File: config.mk
export PLATFORM = sky130hd
export DESIGN_NAME = serial_subtractor
export DESIGN_NICKNAME = d
export VERILOG_FILES = /design/src/rtl/serial_subtractor.sv
export SDC_FILE = /design/constraint.sdc
export NUM_CORES = 1
export LEC_CHECK = 0
export ABC_AREA = 0
export BUFFER_PORTS_ARGS = -buffer_cell sky130_fd_sc_hd__clkbuf_2
export CORE_MARGIN = 2
export CORE_UTILIZATION = 53
export DETAILED_ROUTE_END_ITERATION = 7
export GPL_ROUTABILITY_DRIVEN = 0
export HOLD_SLACK_MARGIN = 0.06
export PLACE_DENSITY = 0.76
export RECOVER_POWER = 100
export SYNTH_ARGS = -nofsm -noshare
export SYNTH_HDL_FRONTEND = slang
export SYNTH_SLANG_ARGS = --single-unit
File: constraint.sdc
create_clock -name clk -period 2.4 [get_ports clk]
set_input_delay 0 -clock clk [delete_from_list [all_inputs] [get_ports clk]]
set_output_delay 0 -clock clk [all_outputs]
set_load 0.005 [all_outputs]
File: src/rtl/serial_subtractor.sv
// Bit-serial N-bit subtractor: in1 - in2 - borrow_in, LSB first, one full-subtractor cell.
// Define SUB_OVERFLOW_EN to add a registered signed-overflow output.
module serial_subtractor #(
  parameter int N = 4
) (
  input  logic         clk,
  input  logic         rst_n,
  input  logic         start,
  input  logic [N-1:0] in1,
  input  logic [N-1:0] in2,
  input  logic         borrow_in,
  output logic         busy,
  output logic         done,
  output logic [N-1:0] diff,
  output logic         borrow_out
`ifdef SUB_OVERFLOW_EN
  ,
  output logic         overflow
`endif
);

  localparam int            CW   = (N > 1) ? $clog2(N) : 1;
  localparam logic [CW-1:0] LAST = CW'(N - 1);

  typedef enum logic [1:0] {
    IDLE  = 2'd0,
    SHIFT = 2'd1,
    DONE  = 2'd2
  } state_t;

  state_t        state_q, state_d;
  logic [N-1:0]  a_q, a_d;
  logic [N-1:0]  b_q, b_d;
  logic [N-1:0]  res_q, res_d;
  logic          br_q, br_d;
  logic [CW-1:0] count_q, count_d;
  logic          busy_q, busy_d;
  logic          done_q, done_d;
  logic [N-1:0]  diff_q, diff_d;
  logic          borrow_out_q, borrow_out_d;

`ifdef SUB_OVERFLOW_EN
  logic msb1_q, msb1_d;
  logic msb2_q, msb2_d;
  logic overflow_q, overflow_d;
`endif

  logic         d_bit;
  logic         br_next;
  logic [N-1:0] a_shift;
  logic [N-1:0] b_shift;
  logic [N-1:0] res_shift;

  // The single full-subtractor cell, fed by the LSBs of the operand shifters.
  assign d_bit   = a_q[0] ^ b_q[0] ^ br_q;
  assign br_next = (~a_q[0] & b_q[0]) | (~(a_q[0] ^ b_q[0]) & br_q);

  // Operands shift right; each new difference bit enters the result from the MSB side.
  generate
    for (genvar gi = 0; gi < N; gi++) begin : g_shift
      if (gi == N - 1) begin : g_msb
        assign a_shift[gi]   = 1'b0;
        assign b_shift[gi]   = 1'b0;
        assign res_shift[gi] = d_bit;
      end else begin : g_low
        assign a_shift[gi]   = a_q[gi+1];
        assign b_shift[gi]   = b_q[gi+1];
        assign res_shift[gi] = res_q[gi+1];
      end
    end
  endgenerate

  always_comb begin
    state_d      = state_q;
    a_d          = a_q;
    b_d          = b_q;
    res_d        = res_q;
    br_d         = br_q;
    count_d      = count_q;
    busy_d       = busy_q;
    done_d       = 1'b0;
    diff_d       = diff_q;
    borrow_out_d = borrow_out_q;
`ifdef SUB_OVERFLOW_EN
    msb1_d       = msb1_q;
    msb2_d       = msb2_q;
    overflow_d   = overflow_q;
`endif

    case (state_q)
      IDLE, DONE: begin
        busy_d  = 1'b0;
        state_d = IDLE;
        if (start) begin
          a_d     = in1;
          b_d     = in2;
          br_d    = borrow_in;
          res_d   = '0;
          count_d = '0;
          busy_d  = 1'b1;
          state_d = SHIFT;
`ifdef SUB_OVERFLOW_EN
          msb1_d  = in1[N-1];
          msb2_d  = in2[N-1];
`endif
        end
      end

      SHIFT: begin
        a_d     = a_shift;
        b_d     = b_shift;
        res_d   = res_shift;
        br_d    = br_next;
        count_d = count_q + CW'(1);
        if (count_q == LAST) begin
          // Results are published straight from the final bit so they appear with done.
          state_d      = DONE;
          busy_d       = 1'b0;
          done_d       = 1'b1;
          diff_d       = res_shift;
          borrow_out_d = br_next;
`ifdef SUB_OVERFLOW_EN
          overflow_d   = (msb1_q != msb2_q) && (d_bit != msb1_q);
`endif
        end
      end

      default: begin
        state_d = IDLE;
        busy_d  = 1'b0;
      end
    endcase
  end

  always_ff @(posedge clk or negedge rst_n) begin
    if (!rst_n) begin
      state_q      <= IDLE;
      a_q          <= '0;
      b_q          <= '0;
      res_q        <= '0;
      br_q         <= 1'b0;
      count_q      <= '0;
      busy_q       <= 1'b0;
      done_q       <= 1'b0;
      diff_q       <= '0;
      borrow_out_q <= 1'b0;
`ifdef SUB_OVERFLOW_EN
      msb1_q       <= 1'b0;
      msb2_q       <= 1'b0;
      overflow_q   <= 1'b0;
`endif
    end else begin
      state_q      <= state_d;
      a_q          <= a_d;
      b_q          <= b_d;
      res_q        <= res_d;
      br_q         <= br_d;
      count_q      <= count_d;
      busy_q       <= busy_d;
      done_q       <= done_d;
      diff_q       <= diff_d;
      borrow_out_q <= borrow_out_d;
`ifdef SUB_OVERFLOW_EN
      msb1_q       <= msb1_d;
      msb2_q       <= msb2_d;
      overflow_q   <= overflow_d;
`endif
    end
  end

  assign busy       = busy_q;
  assign done       = done_q;
  assign diff       = diff_q;
  assign borrow_out = borrow_out_q;
`ifdef SUB_OVERFLOW_EN
  assign overflow   = overflow_q;
`endif

endmodule

==> load_flow_metrics.sql, run 1 <==
INSERT INTO impl_metrics (metric_group, metric, value, unit) VALUES
('cts', 'cts.htree.levels', '1', ''),
('sta', 'timing.clock.skew', '3.19', 'ps'),
('cts', 'cts.sink_count', '23', ''),
('global_route', 'gr-usage-all-layers', '19.1', '%'),
('sta', 'maxSlewViolCount', '0', ''),
('layout', 'layout_cell_share_with_drive_strength_beyond_1', '17.9', '%'),
('pwr', 'sequentialPowerShare', '50.1', '%'),
('pwr', 'vdd.ir_drop.worst', '0.000563', 'V'),
('worst_setup_path', 'timing.critical_path.required', '2600', 'ps'),
('sta', 'final.setup.tns', '0', 'ps'),
('yosys', 'sequential_fraction_of_the_synthesis_area', '50.9', '%'),
('run', 'cap_viol_max_count', '0', ''),
('detailed_routing', 'routed_via_density', '5.34', ''),
('global_route', 'antenna_found_initial', '0', ''),
('sta', 'final.min_clock_period', '1640', 'ps'),
('worst_setup_path', 'critical-path-slowest-cell', 'sky130_fd_sc_hd__dfrtp_1', ''),
('worst_setup_path', 'crit-reg2reg-capture', 'diff[1]$_DFFE_PN0P_', ''),
('cts', 'cts_buffer_depth', '2', ''),
('yosys', 'yosys_warnings', '0', ''),
('global_route', 'grt_max_degree', '24', ''),
('cts', 'cts_resized', '0', ''),
('sta', 'number_of_endpoints_failing_setup_at_the_final_stage', '0', ''),
('pwr', 'power.internal', '0.903', 'mW'),
('yosys', 'synthesis.nets', '110', ''),
('sta', 'slew_headroom', '19.5', '%'),
('detailed_routing', 'drt-total-wl', '2010', 'um'),
('detailed_routing', 'routed_wl_per_cell', '13.4', 'um'),
('worst_setup_path', 'timing.critical_path.from_type', 'flop', ''),
('placed_design', 'place.detailed.hpwl', '1380', 'um'),
('cts', 'clock_slew_at_the_register_clock_pins_of_the_worst_setup_and_hold_paths', '120', 'ps'),
('pwr', 'p_switching', '0.541', 'mW'),
('placed_design', 'io_buffers', '18', ''),
('yosys', 'synthCells', '96', ''),
('yosys', 'share_of_flip_flops_with_an_asynchronous_set_or_reset_after_synthesis', '100', '%'),
('worst_setup_path', 'type_of_the_setup_path_with_the_least_slack', 'flop to flop', ''),
('yosys', 'yosysTopAreaCellShare', '50.9', '%'),
('cts', 'clock_latency', '310', 'ps'),
('yosys', 'yosys_most_used_dff', 'sky130_fd_sc_hd__dfrtp_1', ''),
('layout', 'utilization', '65.7', '%'),
('run_status', 'run_status', 'complete, no violations', ''),
('sta', 'timing_worst_slew_pin_value', '1210', 'ps'),
('detailed_routing', 'violation_count_after_the_first_detailed_route_iteration', '5', ''),
('pwr', 'finalPower', '1.44', 'mW'),
('pwr', 'p_sw_share', '37.5', '%'),
('layout', 'area_growth_syn_to_layout', '15.2', '%'),
('detailed_routing', 'remaining_drcs', '0', ''),
('hold_path', 'hold_path.startpoint', 'start', ''),
('yosys', 'synth_area_leader_cell', 'sky130_fd_sc_hd__dfrtp_1', ''),
('worst_setup_path', 'critPathMaxFanout', '19', ''),
('pwr', 'clock_power_share', '12.4', '%'),
('global_route', 'grt_pass1_wl', '3660', 'um'),
('cts', 'clock_tree_from_tritoncts', 'yes', ''),
('yosys', 'yosysUniqueCellTypes', '24', ''),
('sta', 'timing.final.crit_share', '68.3', '%'),
('detailed_routing', 'post_drt_antenna_nets', '0', ''),
('layout', 'final-instance-count-excl-fill', '150', ''),
('floorplan', 'die_h', '50.2', 'um'),
('sta', 'endpoints_failing_hold', '0', ''),
('layout', 'final_net_count', '138', ''),
('sta', 'unrepaired_setup_endpoints_after_global_routing', 'false', ''),
('sta', 'max_freq', '610', 'MHz'),
('floorplan', 'boundary_pin_count', '19', ''),
('yosys', 'synth-edff-count', '0', ''),
('hold_path', 'hold_path_class', 'input port to flop', ''),
('hold_path', 'worst_case_hold_path_end_point', 'state_q[0]$_DFFE_PN0P_', ''),
('cts', 'clockRootBuffer', 'sky130_fd_sc_hd__clkbuf_4', ''),
('worst_setup_path', 'worst_r2r_path_depth', '2', ''),
('global_route', 'grt-ovfl-total', '0', ''),
('placed_design', 'placed_insts', '136', ''),
('floorplan', 'core_area', '1980', 'sq um'),
('detailed_routing', 'routed-via-count', '801', '');
==> final cells by class <==
cell class	count	area (sq um)
flip-flops and latches	23	576
well taps	27	33.8
repair buffers	29	191
clock inverters	1	5.00
multi-input cells	62	454
inverters	5	18.8
clock buffers	3	22.5
fillers	161	681
==> stage by stage <==
stage,hold WS (ps),instance area [sq um],worst slack [ps]
after floorplan,-296,1130,1140
after global placement,25.8,1210,1020
after detailed placement,23.0,1210,927
after CTS,199,1340,892
after global routing,228,1300,632
final,205,1300,760
==> cells in the final DEF (no fill, tap or decap) <==
master and instances:
sky130_fd_sc_hd__dfrtp_1 23, sky130_fd_sc_hd__clkbuf_2 16, sky130_fd_sc_hd__mux2i_1 12, sky130_fd_sc_hd__dlygate4sd3_1 10, sky130_fd_sc_hd__nand2_1 8, sky130_fd_sc_hd__o21ai_0 8
sky130_fd_sc_hd__a21oi_1 7, sky130_fd_sc_hd__nor2b_1 5, sky130_fd_sc_hd__a211oi_1 5, sky130_fd_sc_hd__inv_1 4, sky130_fd_sc_hd__mux2_1 4, sky130_fd_sc_hd__clkbuf_4 3
sky130_fd_sc_hd__clkbuf_1 3, sky130_fd_sc_hd__o211a_1 2, sky130_fd_sc_hd__nand3_1 2, sky130_fd_sc_hd__nand3b_1 1, sky130_fd_sc_hd__inv_2 1, sky130_fd_sc_hd__nor2_1 1
sky130_fd_sc_hd__mux2_2 1, sky130_fd_sc_hd__nor3_1 1, sky130_fd_sc_hd__a22o_1 1, sky130_fd_sc_hd__a21o_1 1, sky130_fd_sc_hd__xor2_1 1, sky130_fd_sc_hd__fa_1 1
sky130_fd_sc_hd__ha_1 1, sky130_fd_sc_hd__clkinv_2 1
==> cell families (layout without fill, tap and decap cells) <==
logic type,after synthesis,in the layout,synth area share (%)
xor+xnor,1,1,0.775
compound gates,24,24,13.2
fa+ha+maj,2,2,2.88
simple gates,18,18,8.86
flops,23,23,50.9
mux,17,17,16.9
buf+inv,11,38,6.42
==> power by group through the flow <==
stage               sequential, mW  combinational (mW)  clock (mW)
finish                       0.723               0.541       0.180
CTS                          0.734               0.599       0.187
detailed placement           0.743               0.585           0
floorplan                    0.663               0.515           0
global placement             0.728               0.554           0
global route                 0.756               0.621       0.200
==> layer usage <==
layer / global-route usage [%] / vias to the layer above / part of all wire [%]
met5: 0 / - / 0
met4: 6.94 / 0 / 0.30
met3: 2.68 / 2 / 3.6
met2: 35.1 / 18 / 52
met1: 22.4 / 397 / 44
li1: - / 384 / -
==> flip-flops by register name (all words and copies together) (netlist names) <==
name	flops
b_q	4
borrow_out	1
diff	4
res_q	3
state_q	2
a_q	4
br_q	1
done	1
count_q	2
busy	1
==> critical path, delay by kind of cell (launching register included) <==
family        cells  cell delay, ps
mux               1             420
flops             1             730
simple gates      1             380
==> worst max path at each step <==
stage	from	cells after the start	to	slack (ps)
2_1_floorplan	a_q[0]$_DFFE_PN0P_	3	br_q$_DFFE_PN0P_	1140
3_3_place_gp	state_q[0]$_DFFE_PN0P_	2	diff[2]$_DFFE_PN0P_	1020
3_5_place_dp	state_q[0]$_DFFE_PN0P_	3	busy$_DFFE_PN0P_	930
4_1_cts	state_q[0]$_DFFE_PN0P_	3	busy$_DFFE_PN0P_	890
5_1_grt	state_q[0]$_DFFE_PN0P_	2	diff[1]$_DFFE_PN0P_	630
6_report	state_q[0]$_DFFE_PN0P_	2	diff[1]$_DFFE_PN0P_	760
==> timing repair <==
item	4_1_cts	5_1_grt
hold endpoints to repair	32	0
buffers inserted	0	0
hold buffers	10	0
setup endpoints to repair	0	0
No activity file was read; power rests on OpenSTA's default activity.
==> run 2: changes to the inputs <==
--- a/config.mk
+++ b/config.mk
@@ -5,7 +5,7 @@
 export SDC_FILE = /design/constraint.sdc
 export NUM_CORES = 1
 export LEC_CHECK = 0
-export ABC_AREA = 0
+export ABC_AREA = 1
 export BUFFER_PORTS_ARGS = -buffer_cell sky130_fd_sc_hd__clkbuf_2
 export CORE_MARGIN = 2
 export CORE_UTILIZATION = 53
==> constraint.sdc (replaced) <==
create_clock -name clk -period 1.6 [get_ports clk]
set_input_delay 0 -clock clk [delete_from_list [all_inputs] [get_ports clk]]
set_output_delay 0 -clock clk [all_outputs]
set_load 0.005 [all_outputs]
==> run 2 against run 1 <==
Count of clock-buffer cells in the layout grew 1. Critical path depth increased by 4. Total power grew 61%. Synthesized area shrank 4.1%. Combinational power grew 90%. Critical endpoint is now b_q[0]$_DFFE_PN0P_. Largest power group unchanged. Largest cell class unchanged. Non-clock buffer count stayed put. Worst setup slack got worse by 490 ps. First-iteration DRC count rose to 3.6 times the previous value. Global-route usage fell by 0.80 points. Via count increased by 1.6%.
==> load_flow_metrics.sql, run 2 <==
INSERT INTO impl_metrics (metric_group, metric, value, unit) VALUES
('layout', 'postLayoutCellArea', '1280', 'sq um'),
('detailed_routing', 'routed_via_density', '4.52', ''),
('pwr', 'comb_power_share', '44.5', '%'),
('global_route', 'grt-ovfl-total', '0', ''),
('worst_setup_path', 'cp_slowest_stage_delay', '510', 'ps'),
('layout', 'final-instance-count-excl-fill', '180', ''),
('worst_setup_path', 'timing.critical_path.required', '1800', 'ps'),
('worst_setup_path', 'critical-path-slowest-cell', 'sky130_fd_sc_hd__dfrtp_1', ''),
('yosys', 'post-synth-top-count-cell', 'sky130_fd_sc_hd__nand2_1', ''),
('worst_setup_path', 'critPathMaxFanout', '13', ''),
('pwr', 'p_switching', '0.976', 'mW'),
('floorplan', 'rows', '16', ''),
('sta', 'final.min_clock_period', '1330', 'ps'),
('sta', 'timing.clock.skew', '0.870', 'ps'),
('worst_setup_path', 'crit_chain', 'inv_4 > nand2_1 > nand2_2 > inv_2 > nand2_1 > nand2_1', ''),
('detailed_routing', 'route.met2.wl', '977', 'um'),
('sta', 'final.setup.tns', '0', 'ps'),
('worst_setup_path', 'crit_top_cell', 'sky130_fd_sc_hd__nand2_1', ''),
('global_route', 'antenna_found_initial', '0', ''),
('global_route', 'gr-usage-all-layers', '18.3', '%'),
('pwr', 'power.internal', '1.35', 'mW'),
('placed_design', 'dpl_worst_slack', '301', 'ps'),
('detailed_routing', 'drt_first_pass_iters', '4', ''),
('layout', 'layout_cell_share_with_drive_strength_beyond_1', '17.0', '%'),
('worst_setup_path', 'timing.critical_path.arrival', '1530', 'ps'),
('yosys', 'yosysTopAreaCellShare', '53.1', '%'),
('run_status', 'run_status', 'complete, no violations', ''),
('layout', 'insertedDiodeCount', '0', ''),
('sta', 'slew_headroom', '18.4', '%'),
('yosys', 'yosys_most_used_dff', 'sky130_fd_sc_hd__dfrtp_1', ''),
('layout', 'final_cell_mix', 'sky130_fd_sc_hd__nand2_1, sky130_fd_sc_hd__dfrtp_1, sky130_fd_sc_hd__inv_1', ''),
('layout', 'fillerInstances', '186', ''),
('pwr', 'vdd.ir_drop.worst', '0.00102', 'V'),
('cts', 'clockRootBuffer', 'sky130_fd_sc_hd__clkbuf_4', ''),
('worst_setup_path', 'critical_path.top_delay_family', 'flip-flops', ''),
('yosys', 'synthesis.area_per_instance', '8.81', 'sq um'),
('worst_setup_path', 'type_of_the_setup_path_with_the_least_slack', 'flop to flop', ''),
('pwr', 'clock_power_share', '11.1', '%'),
('detailed_routing', 'drt-total-wl', '2000', 'um'),
('yosys', 'synth.area.top_cells', 'sky130_fd_sc_hd__dfrtp_1, sky130_fd_sc_hd__nand2_1, sky130_fd_sc_hd__inv_1', ''),
('sta', 'finalWorstSetupSlack', '273', 'ps'),
('worst_setup_path', 'timing.critical_path.from_type', 'flop', ''),
('sta', 'endpoints_failing_hold', '0', ''),
('detailed_routing', 'detailroute.wirelength.met3', '71', 'um'),
('placed_design', 'io_buffers', '18', ''),
('pwr', 'sequentialPowerShare', '44.5', '%'),
('yosys', 'synth_area_leader_cell', 'sky130_fd_sc_hd__dfrtp_1', ''),
('cts', 'cts_buffer_depth', '2', ''),
('floorplan', 'core_area', '1940', 'sq um'),
('detailed_routing', 'post_drt_antenna_nets', '0', ''),
('cts', 'cts.sink_count', '23', ''),
('layout', 'area_growth_syn_to_layout', '17.9', '%'),
('floorplan', 'die_h', '49.2', 'um'),
('run', 'cap_viol_max_count', '0', ''),
('yosys', 'synth-edff-count', '0', ''),
('global_route', 'grt_pass1_wl', '3300', 'um'),
('yosys', 'yosysUniqueCellTypes', '16', ''),
('floorplan', 'die_area', '2420', 'sq um'),
('layout', 'final_net_count', '168', ''),
('yosys', 'syn-cell-area', '1080', 'sq um'),
('detailed_routing', 'highest-signal-layer', 'met4', ''),
('floorplan', 'boundary_pin_count', '19', ''),
('sta', 'max_freq', '754', 'MHz'),
('yosys', 'synthCells', '123', ''),
('yosys', 'sequential_fraction_of_the_synthesis_area', '53.1', '%'),
('worst_setup_path', 'endpoint_kind', 'flop', ''),
('yosys', 'synth.ff_latch_count', '23', ''),
('global_route', 'grt_max_degree', '24', ''),
('floorplan', 'floorplan.initialDensity', '55.8', '%'),
('placed_design', 'dpl_cell_area', '1170', 'sq um'),
('detailed_routing', 'remaining_drcs', '0', ''),
('yosys', 'synthesis.nets', '137', ''),
('pwr', 'power_density', '1820', 'nW/um^2'),
('hold_path', 'hold_path_class', 'input port to asynchronous set/reset pin', ''),
('cts', 'cts_made_buffers', '3', ''),
('cts', 'clock_slew_at_the_register_clock_pins_of_the_worst_setup_and_hold_paths', '120', 'ps'),
('detailed_routing', 'routed-via-count', '814', ''),
('cts', 'clock_tree_from_tritoncts', 'yes', ''),
('sta', 'maxSlewViolCount', '0', ''),
('sta', 'unrepaired_setup_endpoints_after_global_routing', 'false', ''),
('pwr', 'static_leak', '0.721', 'nW'),
('yosys', 'share_of_flip_flops_with_an_asynchronous_set_or_reset_after_synthesis', '100', '%'),
('sta', 'timing_worst_slew_pin_value', '1220', 'ps'),
('cts', 'cts.htree.levels', '1', ''),
('cts', 'clock_latency', '300', 'ps'),
('sta', 'timing.final.crit_share', '82.9', '%'),
('floorplan', 'die_width', '49.2', 'um'),
('global_route', 'first_global_vias', '770', ''),
('placed_design', 'place.detailed.hpwl', '1420', 'um'),
('yosys', 'yosys_warnings', '0', ''),
('worst_setup_path', 'timing.critical_path.buf_inv', '2', ''),
('sta', 'number_of_endpoints_failing_setup_at_the_final_stage', '0', ''),
('yosys', 'yosys-top-cells-count', 'sky130_fd_sc_hd__nand2_1, sky130_fd_sc_hd__dfrtp_1, sky130_fd_sc_hd__inv_1', ''),
('layout', 'final_common_cell', 'sky130_fd_sc_hd__nand2_1', ''),
('detailed_routing', 'violation_count_after_the_first_detailed_route_iteration', '18', ''),
('detailed_routing', 'met1_wl', '926', 'um'),
('detailed_routing', 'routed_wl_per_cell', '11.1', 'um'),
('placed_design', 'placed_insts', '165', ''),
('pwr', 'p_sw_share', '42.0', '%'),
('sta', 'final.hold.worst_slack', '455', 'ps');
## run 2: area by class of cell
cell class	count	area, sq um	share of cell area [%]
repair buffers	29	196	15.4
clock buffers	4	26.3	2.06
inverters	25	96.3	7.54
flip-flops and latches	23	576	45.1
well taps	27	33.8	2.64
multi-input cells	72	349	27.3
## run 2: path summary, 6_finish.rpt
kind | cells after the start | slack [ps] | endpoint | start
worst max-delay path | 6 | 270 | b_q[0]$_DFFE_PN0P_ | state_q[0]$_DFFE_PN0P_
worst min-delay path | 2 | 460 | diff[1]$_DFFE_PN0P_ | rst_n
worst max register to register | 6 | 270 | b_q[0]$_DFFE_PN0P_ | state_q[0]$_DFFE_PN0P_
worst min register to register | 2 | 500 | a_q[2]$_DFFE_PN0P_ | a_q[2]$_DFFE_PN0P_
max in group asynchronous | 2 | 420 | busy$_DFFE_PN0P_ | rst_n
min in group clk | 4 | 460 | b_q[3]$_DFFE_PN0P_ | in2[3]
## run 2: timing repair
action	4_1_cts	5_1_grt
hold buffers	11	0
setup buffers	0	0
endpoints found under the hold margin	34	0
setup endpoints to repair	0	0
resized for setup	0	0
## run 2: kinds of logic (layout without fill, tap and decap cells)
group / Yosys count / count (layout) / share of synthesized area, %
compound gates: 11 / 11 / 7.85
fa+ha+maj: 2 / 2 / 3.00
buf+inv: 28 / 58 / 12.0
flops: 23 / 23 / 53.1
simple gates: 59 / 59 / 24.0
## run 2: per-layer routing
layer / GRT usage [%] / vias to the layer above
li1: - / 429
met1: 23.1 / 360
met2: 30.6 / 21
met3: 3.68 / 4
met4: 7.14 / 0
met5: 0 / -
## run 2: metrics by stage
| step | total power [mW] | util, % |
|---|---|---|
| finish | 2.33 | 65.8 |
| global route | 2.57 | 65.8 |
| CTS | 2.45 | 67.5 |
| detailed placement | 2.16 | 60.4 |
| global placement | 2.13 | 60.4 |
| floorplan | 1.94 | - |
## run 2: power by group through the flow
| stage | clock, mW | sequential [mW] | combinational (mW) |
|---|---|---|---|
| 2_1_floorplan | 0 | 0.991 | 0.945 |
| 3_3_place_gp | 0 | 1.04 | 1.09 |
| 3_5_place_dp | 0 | 1.05 | 1.11 |
| 4_1_cts | 0.270 | 1.04 | 1.14 |
| 5_1_grt | 0.296 | 1.07 | 1.21 |
| 6_report | 0.257 | 1.03 | 1.03 |
## run 2: worst reg2reg max path, stage by stage (launching register included)
cell	delay (ps)
sky130_fd_sc_hd__dfrtp_1	510
sky130_fd_sc_hd__inv_4	120
sky130_fd_sc_hd__nand2_1	110
sky130_fd_sc_hd__nand2_2	230
sky130_fd_sc_hd__inv_2	120
sky130_fd_sc_hd__nand2_1	80
sky130_fd_sc_hd__nand2_1	50
==> run 3: changes to the inputs <==
==> constraint.sdc (replaced) <==
create_clock -name clk -period 1.27 [get_ports clk]
set_input_delay 0 -clock clk [delete_from_list [all_inputs] [get_ports clk]]
set_output_delay 0 -clock clk [all_outputs]
set_load 0.005 [all_outputs]
==> run 3 against run 2 <==
Sequential share of layout area fell by 2.1 points. Register-to-register slack got worse by 170 ps. Clock skew hardly changed. Fmax grew 13%. Non-clock buffer count increased by 7. Global-route usage rose by 1.9 points. Combinational power rose by 49%. Total power increased by 35%. Critical endpoint is now res_q[3]$_DFFE_PN0P_.
==> load_flow_metrics.sql, run 3 (synthesis results as in run 2) <==
INSERT INTO impl_metrics (metric_group, metric, value, unit) VALUES
('run_status', 'run_status', 'complete, no violations', ''),
('layout', 'fillerInstances', '174', ''),
('detailed_routing', 'violation_count_after_the_first_detailed_route_iteration', '12', ''),
('pwr', 'power.internal', '1.82', 'mW'),
('cts', 'cts.sink_count', '23', ''),
('detailed_routing', 'routed-via-count', '883', ''),
('cts', 'clock_latency', '310', 'ps'),
('worst_setup_path', 'timing.critical_path.required', '1470', 'ps'),
('sta', 'timing.clock.skew', '0.793', 'ps'),
('detailed_routing', 'post_drt_antenna_nets', '0', ''),
('cts', 'clock_tree_from_tritoncts', 'yes', ''),
('floorplan', 'floorplan.initialDensity', '55.8', '%'),
('global_route', 'antenna_found_initial', '0', ''),
('pwr', 'clock_power_share', '10.5', '%'),
('layout', 'final_net_count', '175', ''),
('sta', 'slew_headroom', '63.5', '%'),
('global_route', 'use_met3', '2.76', '%'),
('hold_path', 'hold_path_class', 'input port to asynchronous set/reset pin', ''),
('detailed_routing', 'remaining_drcs', '0', ''),
('worst_setup_path', 'timing.rr.start', 'a_q[0]$_DFFE_PN0P_', ''),
('placed_design', 'placed_insts', '171', ''),
('layout', 'final_cell_mix', 'sky130_fd_sc_hd__nand2_1, sky130_fd_sc_hd__inv_1, sky130_fd_sc_hd__dfrtp_1', ''),
('global_route', 'grt_pass1_wl', '3750', 'um'),
('placed_design', 'place.detailed.hpwl', '1420', 'um'),
('sta', 'final.setup.tns', '0', 'ps'),
('floorplan', 'rows', '16', ''),
('global_route', 'first_global_vias', '938', ''),
('floorplan', 'die_width', '49.2', 'um'),
('sta', 'number_of_endpoints_failing_setup_at_the_final_stage', '0', ''),
('pwr', 'power_density', '2340', 'nW/um^2'),
('sta', 'timing_worst_slew_pin_value', '548', 'ps'),
('global_route', 'grt_max_degree', '24', ''),
('pwr', 'comb_power_share', '48.7', '%'),
('detailed_routing', 'routed_wl_per_cell', '11.0', 'um'),
('pwr', 'finalPower', '3.14', 'mW'),
('cts', 'cts_buffer_depth', '2', ''),
('sta', 'timing.final.crit_share', '92.1', '%'),
('cts', 'clock_slew_at_the_register_clock_pins_of_the_worst_setup_and_hold_paths', '120', 'ps'),
('worst_setup_path', 'timing.critical_path.arrival', '1370', 'ps'),
('global_route', 'gr-usage-all-layers', '20.2', '%'),
('worst_setup_path', 'critical_path.top_delay_family', 'adder cells', ''),
('sta', 'finalWorstSetupSlack', '99.9', 'ps'),
('placed_design', 'dpl_worst_slack', '61.7', 'ps'),
('sta', 'maxSlewViolCount', '0', ''),
('detailed_routing', 'drt-total-wl', '2060', 'um'),
('global_route', 'use_met2', '39.0', '%'),
('detailed_routing', 'routed_via_density', '4.72', ''),
('layout', 'final-instance-count-excl-fill', '187', ''),
('worst_setup_path', 'crit-reg2reg-capture', 'res_q[3]$_DFFE_PN0P_', ''),
('floorplan', 'die_area', '2420', 'sq um'),
('layout', 'layout_cell_share_with_drive_strength_beyond_1', '21.9', '%'),
('sta', 'unrepaired_setup_endpoints_after_global_routing', 'false', ''),
('cts', 'clockRootBuffer', 'sky130_fd_sc_hd__clkbuf_4', ''),
('layout', 'insertedDiodeCount', '0', ''),
('layout', 'area_growth_syn_to_layout', '23.7', '%'),
('cts', 'cts.htree.levels', '1', ''),
('floorplan', 'die_h', '49.2', 'um'),
('global_route', 'grt-busiest-layer', 'met2', ''),
('pwr', 'p_sw_share', '41.8', '%'),
('sta', 'endpoints_failing_hold', '0', ''),
('worst_setup_path', 'timing.critical_path.buf_inv', '0', ''),
('placed_design', 'io_buffers', '18', ''),
('worst_setup_path', 'ff2ff_setup_slack', '100', 'ps'),
('layout', 'area_used_by_multi_input_combinational_logic', '368', 'sq um'),
('layout', 'final_common_cell', 'sky130_fd_sc_hd__nand2_1', ''),
('worst_setup_path', 'worst_r2r_path_depth', '3', ''),
('run', 'cap_viol_max_count', '0', ''),
('sta', 'max_freq', '855', 'MHz'),
('pwr', 'static_leak', '0.755', 'nW'),
('worst_setup_path', 'cp_slowest_stage_delay', '490', 'ps'),
('pwr', 'sequentialPowerShare', '40.8', '%'),
('detailed_routing', 'drt_first_pass_iters', '4', ''),
('global_route', 'grt-ovfl-total', '0', ''),
('worst_setup_path', 'endpoint_kind', 'flop', ''),
('sta', 'final.min_clock_period', '1170', 'ps'),
('global_route', 'gr-usage-met1', '22.1', '%'),
('worst_setup_path', 'setup.worst_path.start', 'a_q[0]$_DFFE_PN0P_', ''),
('floorplan', 'core_area', '1940', 'sq um'),
('pwr', 'p_switching', '1.31', 'mW'),
('cts', 'cts_made_buffers', '3', ''),
('worst_setup_path', 'critical-path-slowest-cell', 'sky130_fd_sc_hd__fa_1', ''),
('sta', 'final.hold.worst_slack', '203', 'ps'),
('layout', 'area.sequential', '576', 'sq um'),
('pwr', 'vdd.ir_drop.worst', '0.00140', 'V'),
('floorplan', 'boundary_pin_count', '19', ''),
('worst_setup_path', 'critPathMaxFanout', '2', ''),
('worst_setup_path', 'type_of_the_setup_path_with_the_least_slack', 'flop to flop', ''),
('worst_setup_path', 'timing.critical_path.from_type', 'flop', ''),
('worst_setup_path', 'crit_chain', 'fa_1 > nand2_1 > o21ai_0', '');
run 3: cell types whose count changed in the layout (fill, tap and decap cells not counted), sizes merged:
cell    before  now
buf          0    4
clkbuf      22   25
run 3: power groups by stage:
stage / sequential [mW] / combinational (mW) / clock [mW]
global route: 1.32 / 1.77 / 0.361
global placement: 1.28 / 1.54 / 0
detailed placement: 1.30 / 1.56 / 0
finish: 1.28 / 1.53 / 0.331
floorplan: 1.25 / 1.19 / 0
CTS: 1.28 / 1.60 / 0.342
run 3: layer usage:
layer  part of all wire, %  vias up
met5                     0        -
met1                    43      413
li1                      -      447
met4                   1.7        0
met3                   2.9        5
met2                    52       18
run 3: metrics by stage:
stage / cell area (sq um) / util (%)
after global placement: 1220 / 62.8
final: 1340 / 69.0
after CTS: 1360 / 69.8
after detailed placement: 1220 / 62.8
after floorplan: 1080 / -
after global routing: 1340 / 69.0
run 3: worst max-delay path by stage:
stage	to	cells after the start
after floorplan	res_q[3]$_DFFE_PN0P_	3
after global placement	a_q[0]$_DFFE_PN0P_	6
after detailed placement	a_q[2]$_DFFE_PN0P_	6
after CTS	a_q[2]$_DFFE_PN0P_	6
after global routing	res_q[3]$_DFFE_PN0P_	4
final	res_q[3]$_DFFE_PN0P_	3
run 3: repair_timing:
action,4_1_cts,5_1_grt
hold buffers,11,0
gates resized for setup,0,2
buffers inserted,0,1
endpoints found under the hold margin,33,0
setup endpoints to repair,0,8
run 3: area by class of cell:
type,count,share of cell area (%)
timing repair buffer,36,17.9
sequential,23,43.0
multi-input combinational,72,27.5
tap,27,2.52
inverter,25,7.19
clock buffer,4,1.96
